### src/rtl/divider_8b_4b_if.sv
// Request/result bundle for the 8/4 restoring divider.
// master issues start with operands; slave returns busy, a valid pulse and the registered result.
interface divider_8b_4b_if;
  logic       start;
  logic [7:0] x;
  logic [3:0] y;
  logic       busy;
  logic       valid;
  logic [7:0] q;
  logic [3:0] r;
  logic       dz;

  modport master (
    output start, x, y,
    input  busy, valid, q, r, dz
  );

  modport slave (
    input  start, x, y,
    output busy, valid, q, r, dz
  );
endinterface

### src/rtl/divider_8b_4b.sv
// Restoring 8b/4b divider, one quotient bit per clock MSB first; result valid 8 cycles after accepted start.
// No queueing: start is only taken while busy=0 (including the valid cycle), otherwise ignored.
module divider_8b_4b (
  input  logic           clk,
  input  logic           rst_n,
  divider_8b_4b_if.slave bus
);

  typedef enum logic {IDLE, RUN} state_t;

  state_t     state_q, state_d;
  logic [7:0] d_q, d_d;
  logic [3:0] y_q, y_d;
  logic [4:0] rem_q, rem_d;
  logic [7:0] qs_q, qs_d;
  logic [2:0] cnt_q, cnt_d;
  logic       z_q, z_d;
  logic       valid_q, valid_d;
  logic [7:0] q_q, q_d;
  logic [3:0] r_q, r_d;
  logic       dz_q, dz_d;

  logic [4:0] trial;
  logic [4:0] diff;
  logic       fits;
  logic [4:0] rem_next;
  logic [7:0] qs_next;

  // Partial remainder stays below the divisor, so trial never exceeds 29.
  assign trial    = {rem_q[3:0], d_q[7]};
  assign diff     = trial - {1'b0, y_q};
  assign fits     = (trial >= {1'b0, y_q});
  assign rem_next = fits ? diff : trial;
  assign qs_next  = {qs_q[6:0], fits};

  always_comb begin
    state_d = state_q;
    d_d     = d_q;
    y_d     = y_q;
    rem_d   = rem_q;
    qs_d    = qs_q;
    cnt_d   = cnt_q;
    z_d     = z_q;
    valid_d = 1'b0;
    q_d     = q_q;
    r_d     = r_q;
    dz_d    = dz_q;

    case (state_q)
      IDLE: begin
        if (bus.start) begin
          d_d     = bus.x;
          y_d     = bus.y;
          rem_d   = 5'd0;
          qs_d    = 8'd0;
          cnt_d   = 3'd0;
          z_d     = (bus.y == 4'd0);
          state_d = RUN;
        end
      end
      RUN: begin
        rem_d = rem_next;
        qs_d  = qs_next;
        d_d   = {d_q[6:0], 1'b0};
        cnt_d = cnt_q + 3'd1;
        if (cnt_q == 3'd7) begin
          state_d = IDLE;
          valid_d = 1'b1;
          // Zero divisor still walks all 8 steps; the iterated result is replaced.
          if (z_q) begin
            q_d  = 8'hFF;
            r_d  = 4'h0;
            dz_d = 1'b1;
          end else begin
            q_d  = qs_next;
            r_d  = rem_next[3:0];
            dz_d = 1'b0;
          end
        end
      end
      default: state_d = IDLE;
    endcase
  end

  always_ff @(posedge clk or negedge rst_n) begin
    if (!rst_n) begin
      state_q <= IDLE;
      d_q     <= 8'd0;
      y_q     <= 4'd0;
      rem_q   <= 5'd0;
      qs_q    <= 8'd0;
      cnt_q   <= 3'd0;
      z_q     <= 1'b0;
      valid_q <= 1'b0;
      q_q     <= 8'd0;
      r_q     <= 4'd0;
      dz_q    <= 1'b0;
    end else begin
      state_q <= state_d;
      d_q     <= d_d;
      y_q     <= y_d;
      rem_q   <= rem_d;
      qs_q    <= qs_d;
      cnt_q   <= cnt_d;
      z_q     <= z_d;
      valid_q <= valid_d;
      q_q     <= q_d;
      r_q     <= r_d;
      dz_q    <= dz_d;
    end
  end

  assign bus.busy  = (state_q == RUN);
  assign bus.valid = valid_q;
  assign bus.q     = q_q;
  assign bus.r     = r_q;
  assign bus.dz    = dz_q;

endmodule

### src/flat_wrapper.sv
// flat-port wrapper written by rule: the top's interface ports become plain ports
module divider_8b_4b_flat 
  (clk, rst_n, bus_start, bus_x, bus_y, bus_busy, bus_valid, bus_q, bus_r, bus_dz);
  divider_8b_4b_if bus_i ();
  input  logic clk;
  input  logic rst_n;
  input wire logic [$bits(bus_i.start)-1:0] bus_start;
  input wire logic [$bits(bus_i.x)-1:0] bus_x;
  input wire logic [$bits(bus_i.y)-1:0] bus_y;
  output wire logic [$bits(bus_i.busy)-1:0] bus_busy;
  output wire logic [$bits(bus_i.valid)-1:0] bus_valid;
  output wire logic [$bits(bus_i.q)-1:0] bus_q;
  output wire logic [$bits(bus_i.r)-1:0] bus_r;
  output wire logic [$bits(bus_i.dz)-1:0] bus_dz;
  assign bus_i.start = bus_start;
  assign bus_i.x = bus_x;
  assign bus_i.y = bus_y;
  assign bus_busy = bus_i.busy;
  assign bus_valid = bus_i.valid;
  assign bus_q = bus_i.q;
  assign bus_r = bus_i.r;
  assign bus_dz = bus_i.dz;
  divider_8b_4b u_core (.clk(clk), .rst_n(rst_n), .bus(bus_i));
endmodule
### config.mk
export PLATFORM = sky130hd
export DESIGN_NAME = divider_8b_4b_flat
export DESIGN_NICKNAME = d
export VERILOG_FILES = /design/src/rtl/divider_8b_4b_if.sv /design/src/rtl/divider_8b_4b.sv /design/src/flat_wrapper.sv
export SDC_FILE = /design/constraint.sdc
export NUM_CORES = 1
export LEC_CHECK = 0
export ABC_AREA = 1
export CORE_UTILIZATION = 42
export DETAILED_ROUTE_END_ITERATION = 7
export GPL_ROUTABILITY_DRIVEN = 0
export MAX_ROUTING_LAYER = met4
export PLACE_DENSITY = 0.67
export SLEW_MARGIN = 15
export SYNTH_ARGS = -nofsm -noshare
export SYNTH_HDL_FRONTEND = slang
export SYNTH_SLANG_ARGS = --single-unit
### constraint.sdc
create_clock -name clk -period 1.3 [get_ports clk]
set_input_delay 0.26 -clock clk [delete_from_list [all_inputs] [get_ports clk]]
set_output_delay 0.26 -clock clk [all_outputs]
set_load 0.02 [all_outputs]
==> Word-level counts from Yosys, hierarchy flattened <==
Index checks and enable logic that the tools add are counted.
{ "totals": {"output_inout_bits": 15, "wordCells": 37, "in_bits": 15, "ff_bits": 42} }
{ "classes": {"add_sub_neg": 2, "eq_ne": 2, "mux": 17, "order_cmp": 1, "n_reduce_logical": 3, "bitwise": 1} }
{ "op_table": {"columns": ["op", "n"], "rows": [
  ["$mux 8", 2],
  ["$pmux 8 s2", 1],
  ["$pmux 7 s2", 1],
  ["$mux 4", 3],
  ["$pmux 4 s2", 1],
  ["$mux 7", 1],
  ["$pmux 3 s2", 1],
  ["$ge 5x4->1", 1],
  ["$mux 1", 5],
  ["$logic_not 4->1", 1],
  ["$reduce_and 2->1", 2],
  ["$sub 4x4->4", 1],
  ["$add 3x1->3 const B", 1],
  ["$eq 3x3->1 const B", 1],
  ["$mux 3", 1],
  ["$ne 2x2->1 const B", 1],
  ["$pmux 1 s2", 1],
  ["$not 1->1", 1]
]} }

==> Logic depth before layout (Yosys ltp) <==
Gate-level depths: netlist of run 1.
{ "logic_depth": {"word_depth": 3, "mapped_depth": 11, "ltp_nobuf": 11} }

==> Worst setup path after synthesis of run 1 <==
Ideal clock, no wire load.
{ "synth_path": {"path_kind": "reg-to-reg", "startpoint": "register u_core.d_q[7]", "endpoint": "register u_core.rem_q[2]", "setup_time_ps": 118, "stages_incl_launch_ff": 9, "n_path_buf": 0, "required_time_ps": 1182, "period_less_slack_ps": 1440, "t_arrival_ps": 1322, "setup_slack_ps": -140, "cell_sequence": "dfrtp_1 inv_1 ha_1 inv_1 fa_1 xnor2_1 nand2_2 nand3_1 nand2_1"} }
{ "synth_via": {"elab_chain_cells": 3, "elab_cells_between_ends": 4, "cone_classes": "add/sub: 1; order compare: 1; mux: 2"} }
{ "synth_lines": {"columns": ["element", "line", "source"], "rows": [
  ["from (decl)", "divider_8b_4b.sv:12", "logic [7:0] d_q, d_d;"],
  ["from (signal assigned)", "divider_8b_4b.sv:88", "d_q <= 8'd0;"],
  ["from (signal assigned)", "divider_8b_4b.sv:100", "d_q <= d_d;"],
  ["$sub 4x4->4 or $ge 5x4->1 (tied branches)", "divider_8b_4b.sv:31, divider_8b_4b.sv:32", null],
  ["$mux 4 (*)", "divider_8b_4b.sv:33", "assign rem_next = fits ? diff : trial;"],
  ["$pmux 4 s2 (*)", "divider_8b_4b.sv:49", "case (state_q)"],
  ["to (signal assigned)", "divider_8b_4b.sv:102", "rem_q <= rem_d;"],
  ["to (decl)", "divider_8b_4b.sv:14", "logic [4:0] rem_q, rem_d;"]
]} }
Every way passes the cells marked *; elsewhere a longest branch is shown, timed or not.
A chain may end at the register's enable or synchronous reset.

==> Worst setup path after layout of run 1 <==
{ "layout_path": {"startpoint": "register u_core.rem_q[1]", "endpoint": "register u_core.rem_q[3]"} }
{ "layout_via": {"elab_chain_cells": 3, "elab_cells_between_ends": 4, "cone_classes": "add/sub: 1; order compare: 1; mux: 2"} }
{ "layout_lines": {"columns": ["element", "line"], "rows": [
  ["$sub 4x4->4 or $ge 5x4->1 (tied branches)", "divider_8b_4b.sv:31, divider_8b_4b.sv:32"],
  ["$mux 4 (*)", "divider_8b_4b.sv:33"],
  ["$pmux 4 s2 (*)", "divider_8b_4b.sv:49"]
]} }
Marks and branches as above.

==> results.md, run 1 <==
- CTS buffer count: 5
- Final Non-Filler Cells: ~310
- Post-Synth XOR/XNOR Area: 0.455%
- Placed cells: 292
- Avg Vias per Cell: 4.93
- Drc violations: 0
- Tightest Hold Check Type: primary input to async pin
- Synth area leader: dfrtp_1
- Initial DRC Count: 98
- Hold violation count in the final report: 0
- Worst setup slack after layout: -0.139 ns
- Clock root cell: clkbuf_8
- Number of fill cells: 385
- Simple-Gate Fraction of Synth Area: 20.2%
- FMAX: 695 MHz
- Routed len/inst: 12.2 µm
- Slew @ Worst Pin: 0.247 ns
- Post-DP HPWL: between 2000 and 3000 µm
- Clock transition at path regs: 0.08 ns
- R2R depth: 10
- Starting density of the core: 43.9%
- Final setup fails: 14
- I/O Buffers: 29
- Die area: 4860 µm²
- H-Tree Level Count: 2
- Layout Skew: 0.0102 ns
- Via Count: 1508
- Power Total: 7.56 mW
- Startpoint Class: register
- Relative slew slack: 83.5%
- Seq. cell area: 1050 µm²
- N_diodes: 0
- Leak: between 1 and 1.5 nW
- Max Cap Viol: 0
- DIE HEIGHT: 69.7 µm
- Clock sink total: between 40 and 50
- Mux share of post-synthesis cell area: 0%
- CTS tree: built
- Hold slack: 0.458 ns
- Fin area: 2700 µm²
- Pre-Repair DR Iteration Count: 4
- Status: finished with violations
- Post-Synthesis Cells: 198
- Initial antenna violation count: 0
- Mapped Nets: 220
- Main combinational cell family by area after synthesis: simple AND/OR/NAND/NOR gates
- Fraction of layout cells with a size suffix above 1: 31.1%
- Ys Warns: 0
- Leading cell type in the layout, fill and taps excluded: dfrtp_1
- P&R area growth vs syn: 39.9%
- Failing checks: setup timing
- Seq cells post-synth: 42
- Crit path arrival time: 1.63 ns
- PwrDens: approximately 2800 nW/µm²
- Reg2reg end: u_core.rem_q[3]$_DFFE_PN0P_
- Synth cell types: 25
- Die X: 69.7 µm
- Crit Path Category: register to register
- Vias in the first global route: 1428
- Synth Area in Adders: slightly below 5%
- Clk_lat worst skew: 0.30 ns
- Multi-input logic area: 827 µm²
- Critical path peak fanout: 6
- Post-DRT Antenna Nets: 0
- Mean Syn Cell Area: a little under 10 µm²
- Most frequent cells in the layout: dfrtp_1, nand2_1, inv_1, nand3_1, buf_4
- Synth top area cells: dfrtp_1, inv_1, nand3_1, nand2_1, ha_1
- RSZ-0062 raised after global routing: true
- Rows: 24
- Top cell type's share of synthesized area: 54.5%
- Post-Route WL: 3740 µm
- FF-to-FF Start: u_core.rem_q[1]$_DFFE_PN0P_
- Net count, final: 275
- Worst vdd ir: 0.956 mV
- Largest net degree at the start of global routing: 43
- Register area share after synthesis: 54.5%
- First-pass GRT wire length: 6690 µm
- Part of the cycle the worst path needs: 111%
- Pins Over Slew Limit: 0
- Cell Area, Placed: 2440 µm²
- Final min period: 1.44 ns
- Grt ovf: 0
- Synthesized area: 1930 µm²
- Critical path capture point type: register
- Ports: 30
- Clk buf depth: 2
- Gr usage total: about 18%
- Internal reg-to-reg setup slack: -0.14 ns
- Worst EP required: 1.50 ns
- Compound-Gate Fraction of Synth Area: 10.4%
- Core area: 4380 µm²
critical path, cell delays in order, from the launching register on:
cell and delay, ns:
dfrtp_1 0.42, ha_4 0.31, nand2_2 0.04, inv_1 0.04, nand2_1 0.05, nand2_2 0.07, nand2_4 0.07, nand2_4 0.11
nand2_2 0.08, nand3_1 0.08, nand2_1 0.05
area by class of cell:
| type | instances | area share (%) |
|---|---|---|
| clock buffer | 5 | 2.55 |
| clock inverter | 3 | 1.62 |
| inverter | 33 | 4.83 |
| multi-input combinational | 116 | 30.7 |
| sequential | 42 | 39.0 |
| tap | 52 | 2.41 |
| timing repair buffer | 54 | 18.6 |
| timing repair inverter | 1 | 0.279 |
state kept, by name, summed over array words and instances, names as in the netlist:
name              count
u_core.d_q            8
u_core.y_q            4
u_core.z_q            1
u_core.bus.r          4
u_core.bus.q          8
u_core.qs_q           7
u_core.cnt_q          3
u_core.rem_q          4
u_core.bus.valid      1
u_core.bus.dz         1
u_core.bus.busy       1
where the power goes:
| part | switching [mW] | internal, mW | total (mW) |
|---|---|---|---|
| Combinational | 2.31 | 1.93 | 4.24 |
| Clock | 0.475 | 0.576 | 1.05 |
| Sequential | 0.336 | 1.93 | 2.26 |
| Total | 3.12 | 4.44 | 7.56 |
synthesized netlist by cell type:
cell	instances
dfrtp_1	42
inv_1	31
nand2_1	29
nand3_1	23
nor2_1	12
a21oi_1	8
o221ai_1	7
ha_1	6
o22ai_1	6
nand2_2	5
o21ai_0	5
nand2_4	4
buf_6	3
a22o_1	2
buf_2	2
buf_4	2
inv_2	2
o21ai_1	2
a21oi_2	1
fa_1	1
nand4_1	1
nor2_2	1
nor2_4	1
nor2_8	1
xnor2_1	1
cells by family after synthesis:
| logic type | after synthesis |
|---|---|
| DFF | 42 |
| and+or+nand+nor | 77 |
| xor gates and xnor gates | 1 |
| buffers and inverters | 40 |
| adders and majority gates | 7 |
| AOI/OAI and AO/OA | 31 |
per-layer routing:
metal  global-route usage [%]  routed length [µm]  up-vias  part of all wire (%)
li1                         -                   -      756                     -
met1                     25.7                1870      712                    50
met2                     24.8                1670       34                    45
met3                     4.36                 124        6                   3.3
met4                     6.67                  68        0                   1.8
met5                        -                   0        -                     0
how the worst max path moves through the flow:
stage	start	to	slack (ns)	cells past startpoint
floorplan	u_core.d_q[7]$_DFFE_PN0P_	u_core.rem_q[2]$_DFFE_PN0P_	-0.08	8
global placement	u_core.d_q[7]$_DFFE_PN0P_	u_core.bus.r[2]$_DFFE_PN0P_	-0.11	8
detailed placement	u_core.d_q[7]$_DFFE_PN0P_	u_core.bus.r[2]$_DFFE_PN0P_	-0.14	8
CTS	u_core.rem_q[1]$_DFFE_PN0P_	u_core.rem_q[1]$_DFFE_PN0P_	-0.13	7
global route	u_core.rem_q[1]$_DFFE_PN0P_	u_core.bus.r[1]$_DFFE_PN0P_	-0.23	7
finish	u_core.rem_q[1]$_DFFE_PN0P_	u_core.rem_q[3]$_DFFE_PN0P_	-0.14	10
repair_timing:
action                                  in CTS  in global routing
hold endpoints to repair                    42                  0
hold buffers                                 1                  0
cloned                                       1                  0
pin swaps                                   10                  4
endpoints found under the setup margin      33                 33
gates resized for setup                     31                 25
buffers inserted                             3                  1
per-stage QoR:
| step | TNS, ns | worst slack (ns) | util [%] |
|---|---|---|---|
| floorplan | -0.399 | -0.0838 | - |
| global placement | -1.97 | -0.109 | 55.7 |
| detailed placement | -2.52 | -0.141 | 55.7 |
| CTS | -1.15 | -0.126 | 60.2 |
| global route | -2.48 | -0.231 | 61.5 |
| finish | -1.12 | -0.139 | 61.5 |
(Power assumes the default switching activity.)
==> inputs of run 2 (changes only) <==
- GPL_ROUTABILITY_DRIVEN: 0 -> default
==> results of run 2 <==
Final layout, timing and power as in run 1 (identical DEF).
